==> config.mk <==
export PLATFORM = sky130hd
export DESIGN_NAME = axioma_alu_seq16
export DESIGN_NICKNAME = d
export VERILOG_FILES = /design/src/rtl/axioma_alu_seq16.sv
export SDC_FILE = /design/constraint.sdc
export NUM_CORES = 1
export LEC_CHECK = 0
export CORE_UTILIZATION = 40
export DETAILED_ROUTE_END_ITERATION = 6
export PLACE_DENSITY = 0.71
export SETUP_SLACK_MARGIN = 0.02
export SYNTH_ARGS = -nofsm -noshare
export SYNTH_HDL_FRONTEND = slang
export SYNTH_SLANG_ARGS = --single-unit
==> constraint.sdc <==
create_clock -name clk -period 2.3 [get_ports clk]
set_clock_uncertainty 0.2 [all_clocks]
set_input_delay 0.575 -clock clk [delete_from_list [all_inputs] [get_ports clk]]
set_output_delay 0.575 -clock clk [all_outputs]
set_load 0.03 [all_outputs]
==> src/rtl/axioma_alu_seq16.sv <==
// 16-bit word add/subtract sequencer: drives an external 8-bit ALU for the low byte, then the high byte,
// and registers the 16-bit result with SREG-style flags.
module axioma_alu_seq16 (
    input  logic        clk,
    input  logic        reset_n,
    input  logic        start,
    input  logic [1:0]  op,
    input  logic [15:0] a_word,
    input  logic [15:0] b_word,
    input  logic        abort,
    output logic        busy,
    output logic        done,
    output logic [15:0] result_word,
    output logic        flag_c,
    output logic        flag_z,
    output logic        flag_n,
    output logic        flag_v,
    output logic        flag_s,
    output logic [7:0]  alu_operand_a,
    output logic [7:0]  alu_operand_b,
    output logic [4:0]  alu_op,
    output logic        alu_flag_c_in,
    input  logic [7:0]  alu_result,
    input  logic        alu_flag_c_out,
    input  logic        alu_flag_v_out
);

    localparam int unsigned WORD_W = 16;
    localparam int unsigned BYTE_W = 8;
    localparam int unsigned OPC_W  = 5;
    localparam int unsigned IMM_W  = 6;

    localparam logic [OPC_W-1:0] ALU_ADD  = 5'b00000;
    localparam logic [OPC_W-1:0] ALU_ADC  = 5'b00001;
    localparam logic [OPC_W-1:0] ALU_SUB  = 5'b00010;
    localparam logic [OPC_W-1:0] ALU_SBC  = 5'b00011;
    localparam logic [OPC_W-1:0] ALU_PASS = 5'b11111;

    typedef enum logic [1:0] {S_IDLE, S_LOW, S_HIGH, S_DONE} state_t;

    state_t              state_q, state_d;
    logic                sub_q, sub_d;
    logic [WORD_W-1:0]   a_q, a_d;
    logic [WORD_W-1:0]   b_q, b_d;
    logic [BYTE_W-1:0]   lo_q, lo_d;
    logic                carry_q, carry_d;
    logic [WORD_W-1:0]   result_q, result_d;
    logic                fc_q, fc_d, fz_q, fz_d, fn_q, fn_d, fv_q, fv_d, fs_q, fs_d;
    logic                busy_q, busy_d;
    logic                done_q, done_d;

    // Next-state, capture and ALU drive
    always_comb begin
        state_d       = state_q;
        sub_d         = sub_q;
        a_d           = a_q;
        b_d           = b_q;
        lo_d          = lo_q;
        carry_d       = carry_q;
        result_d      = result_q;
        fc_d          = fc_q;
        fz_d          = fz_q;
        fn_d          = fn_q;
        fv_d          = fv_q;
        fs_d          = fs_q;
        alu_op        = ALU_PASS;
        alu_operand_a = '0;
        alu_operand_b = '0;
        alu_flag_c_in = 1'b0;

        case (state_q)
            S_IDLE: begin
                if (start) begin
                    sub_d   = op[0];
                    a_d     = a_word;
                    // Immediate forms only see the 6-bit constant
                    b_d     = op[1] ? b_word : WORD_W'(b_word[IMM_W-1:0]);
                    state_d = S_LOW;
                end
            end
            S_LOW: begin
                alu_operand_a = a_q[BYTE_W-1:0];
                alu_operand_b = b_q[BYTE_W-1:0];
                alu_op        = sub_q ? ALU_SUB : ALU_ADD;
                if (abort) begin
                    state_d = S_IDLE;
                end else begin
                    lo_d    = alu_result;
                    carry_d = alu_flag_c_out;
                    state_d = S_HIGH;
                end
            end
            S_HIGH: begin
                alu_operand_a = a_q[WORD_W-1:BYTE_W];
                alu_operand_b = b_q[WORD_W-1:BYTE_W];
                alu_op        = sub_q ? ALU_SBC : ALU_ADC;
                alu_flag_c_in = carry_q;
                if (abort) begin
                    state_d = S_IDLE;
                end else begin
                    result_d = {alu_result, lo_q};
                    fc_d     = alu_flag_c_out;
                    fv_d     = alu_flag_v_out;
                    fz_d     = (result_d == '0);
                    fn_d     = alu_result[BYTE_W-1];
                    fs_d     = alu_result[BYTE_W-1] ^ alu_flag_v_out;
                    state_d  = S_DONE;
                end
            end
            S_DONE: state_d = S_IDLE;
            default: state_d = S_IDLE;
        endcase

        busy_d = (state_d != S_IDLE);
        done_d = (state_d == S_DONE);
    end

    always_ff @(posedge clk) begin
        if (!reset_n) begin
            state_q  <= S_IDLE;
            sub_q    <= 1'b0;
            a_q      <= '0;
            b_q      <= '0;
            lo_q     <= '0;
            carry_q  <= 1'b0;
            result_q <= '0;
            fc_q     <= 1'b0;
            fz_q     <= 1'b0;
            fn_q     <= 1'b0;
            fv_q     <= 1'b0;
            fs_q     <= 1'b0;
            busy_q   <= 1'b0;
            done_q   <= 1'b0;
        end else begin
            state_q  <= state_d;
            sub_q    <= sub_d;
            a_q      <= a_d;
            b_q      <= b_d;
            lo_q     <= lo_d;
            carry_q  <= carry_d;
            result_q <= result_d;
            fc_q     <= fc_d;
            fz_q     <= fz_d;
            fn_q     <= fn_d;
            fv_q     <= fv_d;
            fs_q     <= fs_d;
            busy_q   <= busy_d;
            done_q   <= done_d;
        end
    end

    assign busy        = busy_q;
    assign done        = done_q;
    assign result_word = result_q;
    assign flag_c      = fc_q;
    assign flag_z      = fz_q;
    assign flag_n      = fn_q;
    assign flag_v      = fv_q;
    assign flag_s      = fs_q;

endmodule

==> Word-level counts from Yosys, hierarchy flattened <==
Cells that the tools add are included.
{ "word_totals": {"ff_bits": 67} }
{ "op_classes": {"n_eq_ne": 4, "mux": 11, "bitwise": 2, "reduce_logical": 6} }
{ "op_table": {"columns": ["cell", "count"], "rows": [
  ["$pmux W8 S2", 2],
  ["$logic_not A16 Y1", 1],
  ["$mux W16", 1],
  ["$mux W2", 5],
  ["$pmux W5 S2", 1],
  ["$pmux W2 S4", 1],
  ["$eq A2 B2 Y1 const B", 3],
  ["$reduce_and A2 Y1", 3],
  ["$eq A2 B1 Y1 const B", 1],
  ["$logic_not A2 Y1", 1],
  ["$reduce_bool A2 Y1", 1],
  ["$mux W1", 1],
  ["$not A1 Y1", 1],
  ["$xor A1 B1 Y1", 1]
]} }

==> Logic depth before layout (Yosys ltp) <==
{ "logic_depth": {"word_depth": 3, "mapped_depth": 7} }

==> Least setup slack after synthesis <==
Ideal clock, no wire load.
{ "synth_path": {"path_kind": "register to output", "startpoint": "reg state_q[0]", "endpoint": "out alu_operand_a[0]", "arrival_ns": 1.698, "required_time_ns": 1.525, "slack_ns": -0.173, "path_stages_with_launch": 6, "n_path_buf": 1, "path_cell_list": "dfxtp_1 inv_1 ha_1 clkinv_1 clkbuf_1 nor2_1"} }
{ "synth_between": {"elab_chain_cells": 2, "elab_cells_between_ends": 3, "classes_between": "2 x eq/ne; 1 x mux"} }
{ "synth_rtl": {"columns": ["element", "line_no", "rtl"], "rows": [
  ["from (decl)", "41", "state_t state_q, state_d;"],
  ["from (signal assigned)", "135", "state_q <= state_d;"],
  ["$eq A2 B2 Y1 or $eq A2 B1 Y1 (tied branches)", "71", "case (state_q)"],
  ["$pmux W8 S2 *", "71", null],
  ["to (decl)", "19", "output logic [7:0] alu_operand_a,"]
]} }
Every way passes the cells marked *; elsewhere a longest branch is shown, timed or not.

==> Final worst setup path <==
{ "layout_path": {"startpoint": "reg state_q[1]", "endpoint": "out alu_operand_b[7]"} }
{ "layout_between": {"elab_chain_cells": 2, "elab_cells_between_ends": 3, "classes_between": "2 x eq/ne; 1 x mux"} }
{ "layout_rtl": {"columns": ["element", "line_no", "rtl"], "rows": [
  ["$eq A2 B2 Y1 or $eq A2 B1 Y1 (tied branches)", "71", null],
  ["$pmux W8 S2 *", "71", null],
  ["to (decl)", "20", "output logic [7:0] alu_operand_b,"]
]} }
Marks and branches as above.

==> run_results.csv <==
group,metric,value,unit
status,status,"finished, violations left",
status,violations,"setup timing",
worst_setup_path,path_class,"flop to output pin",
synth,synth_nets,397,
floorplanning,die_area,0.00749,mm^2
finish,final_nets,489,
synth,synth_cell_types,30,
pwr,vdd_ir_drop_max,0.313,mV
route,ant_nets,0,
sta,finalCritPeriodShare,1.00,
clocking,cts.htree.levels,3,
pwr,powerDensity,605,mW/mm^2
job,maxCapViolations,0,
global_routing,grt_max_degree,68,
finish,final_cells,538,
floorplanning,die_y,86.5,um
clocking,insertion_delay,330,ps
finish,syn_to_final_growth,54.7,%
finish,layout_common_cells,"113 x nand2_1, 69 x clkdlybuf4s50_1, 64 x dfxtp_1",
route,remaining_drc_errors,0,
route,wire_per_inst,14.3,um
route,vias,2657,
finish,final_util,0.648,
worst_setup_path,cp-end-kind,"output pin",
floorplanning,start_util,0.418,
pwr,leakagePower,1.55,nW
floorplanning,rows,30,
placement,dpl.cell_count,516,
sta,hold_viol_final,0,
synth,synth_area,0.00286,mm^2
floorplanning,ios,93,
clocking,cts_tree,"yes",
floorplanning,die_w,86.5,um
worst_setup_path,cp.arrival,1530,ps
synth,synth_edf_count,0,
finish,final_common_cell,"nand2_1",
sta,worst_pin_slew,387,ps
sta,rsz0062_at_grt,"yes",
route,dr.pass1.iters,4,
clocking,root_buffer,"clkbuf_8",
clocking,clock_sinks,66,
global_routing,antenna_found_initial,0,
synth,syn_avg_cell_area,8.29,um^2
route,drt_iter0_markers,78,
clocking,clockBufferDepth,2,
synth,syn_inst,345,
worst_setup_path,cp-start-kind,"flop",
sta,setup_violations,2,
synth,ys_async_sr_fraction,0,
sta,worst_slack,-6.44,ps
clocking,cts_made_buffers,9,
floorplanning,core_area,0.00683,mm^2
finish,n_fill_cell,570,
global_routing,grt_pass1_vias,2505,
synth,yosysWarningCount,0,
synth,ys_seq_elements,66,
sta,max_freq,434,MHz
worst_hold_path,min_path_type,"flop to flop",
global_routing,grt_overflow,0,
placement,place.gp.congestion,0.749,
sta,relSlewSlack,0.741,
global_routing,grt_pass1_wl,11900,um
finish,final_layout_size_suffix_gt1_frac,0.219,
clocking,path_clk_slew,70,ps
worst_setup_path,crit_fanout,8,
route,via_per_inst,4.94,
global_routing,grtUsageTotal,0.205,
placement,io_buffers,92,
synth,ys.flop_type,"dfxtp_1",
finish,antenna_cells,0,
sta,slew_viol_final,0,
route,wirelength,7700,um
worst_setup_path,cp.required,1520,ps
sta,period_needed,2310,ps
placement,dp_hpwl,4710,um
synth,yosysSeqAreaShare,0.462,
pwr,power.total,2.68,mW
[where the power goes]
| part | total [mW] | switching [mW] | internal [mW] |
|---|---|---|---|
| clock network | 1.03 | 0.438 | 0.588 |
| logic | 0.434 | 0.217 | 0.217 |
| registers | 1.22 | 0.0306 | 1.19 |
| total | 2.68 | 0.685 | 1.99 |
[worst paths after layout]
kind / to / cells past startpoint / start / slack [ps]
min reg2reg: result_word[14] / 2 / result_word[14] / 250
min: result_word[14] / 2 / result_word[14] / 250
max: alu_operand_b[7] / 6 / state_q[1] / -6
max reg2reg: lo_q[2] / 7 / state_q[0] / 490
[per-layer routing]
layer  global-route usage  routed length (um)
met2                0.355                3800
met4               0.0773                  95
met3               0.0476                 438
met5                    0                   0
met1                0.246                3360
[cells in the mapped netlist, types with 3 or more instances]
master | count | share of area
nand2_1 | 113 | 0.15
buf_4 | 10 | 0.026
o21ai_0 | 3 | 0.0053
dfxtp_1 | 66 | 0.46
ha_1 | 4 | 0.018
and2_1 | 4 | 0.0088
inv_1 | 3 | 0.0039
a22oi_1 | 16 | 0.042
nand3_1 | 12 | 0.021
nor2_1 | 19 | 0.025
buf_2 | 8 | 0.014
a21boi_0 | 59 | 0.15
clkbuf_1 | 7 | 0.0092
nor4_1 | 3 | 0.0066
buf_6 | 3 | 0.012
[through the flow]
step | instance area (um^2) | setup WS, ps | TNS, ps | hold WS [ps]
final | 4420 | -6.44 | -10.7 | 254
after global routing | 4420 | -48.2 | -365 | 284
after CTS | 4290 | -31.3 | -234 | 258
after detailed placement | 3820 | 0.0840 | 0 | 248
after global placement | 3820 | 39.0 | 0 | 241
after floorplan | 2880 | -10.4 | -93.3 | 239
[cells by family after synthesis]
family | share of synthesized area
xor gates and xnor gates | 0.00306
adders and majority gates | 0.0175
buffers and inverters | 0.0678
DFF | 0.462
and+or+nand+nor | 0.229
AOI/OAI and AO/OA | 0.220
[worst max-delay path, cell delays in order (launching register included)]
cell,delay [ps]
dfxtp_2,340
buf_6,120
ha_4,170
buf_8,150
a22oi_2,220
nor2_2,60
buf_6,130
[timing repair]
| item | CTS | global route |
|---|---|---|
| endpoints found under the setup margin | 21 | 21 |
| buffers inserted | 3 | 0 |
| hold buffers | 0 | 0 |
| resized for setup | 53 | 31 |
| cloned | 3 | 0 |
| pin swaps | 8 | 15 |
[flip-flops by register name, indices dropped and copies added (netlist names), 2 cells and up]
signal and flops:
result_word 16, lo_q 8, b_q 16, state_q 2, a_q 16
[layout make-up]
cell class              count  area (um^2)  area share
clock buffers              12          165      0.0373
inverters                   4         27.5     0.00622
repair buffers            110         1190       0.270
flip-flops and latches     66         1320       0.299
clock inverters             4         48.8      0.0110
well taps                  96          120      0.0271
multi-input cells         246         1550       0.349
Power figures use the tool's default switching activity.
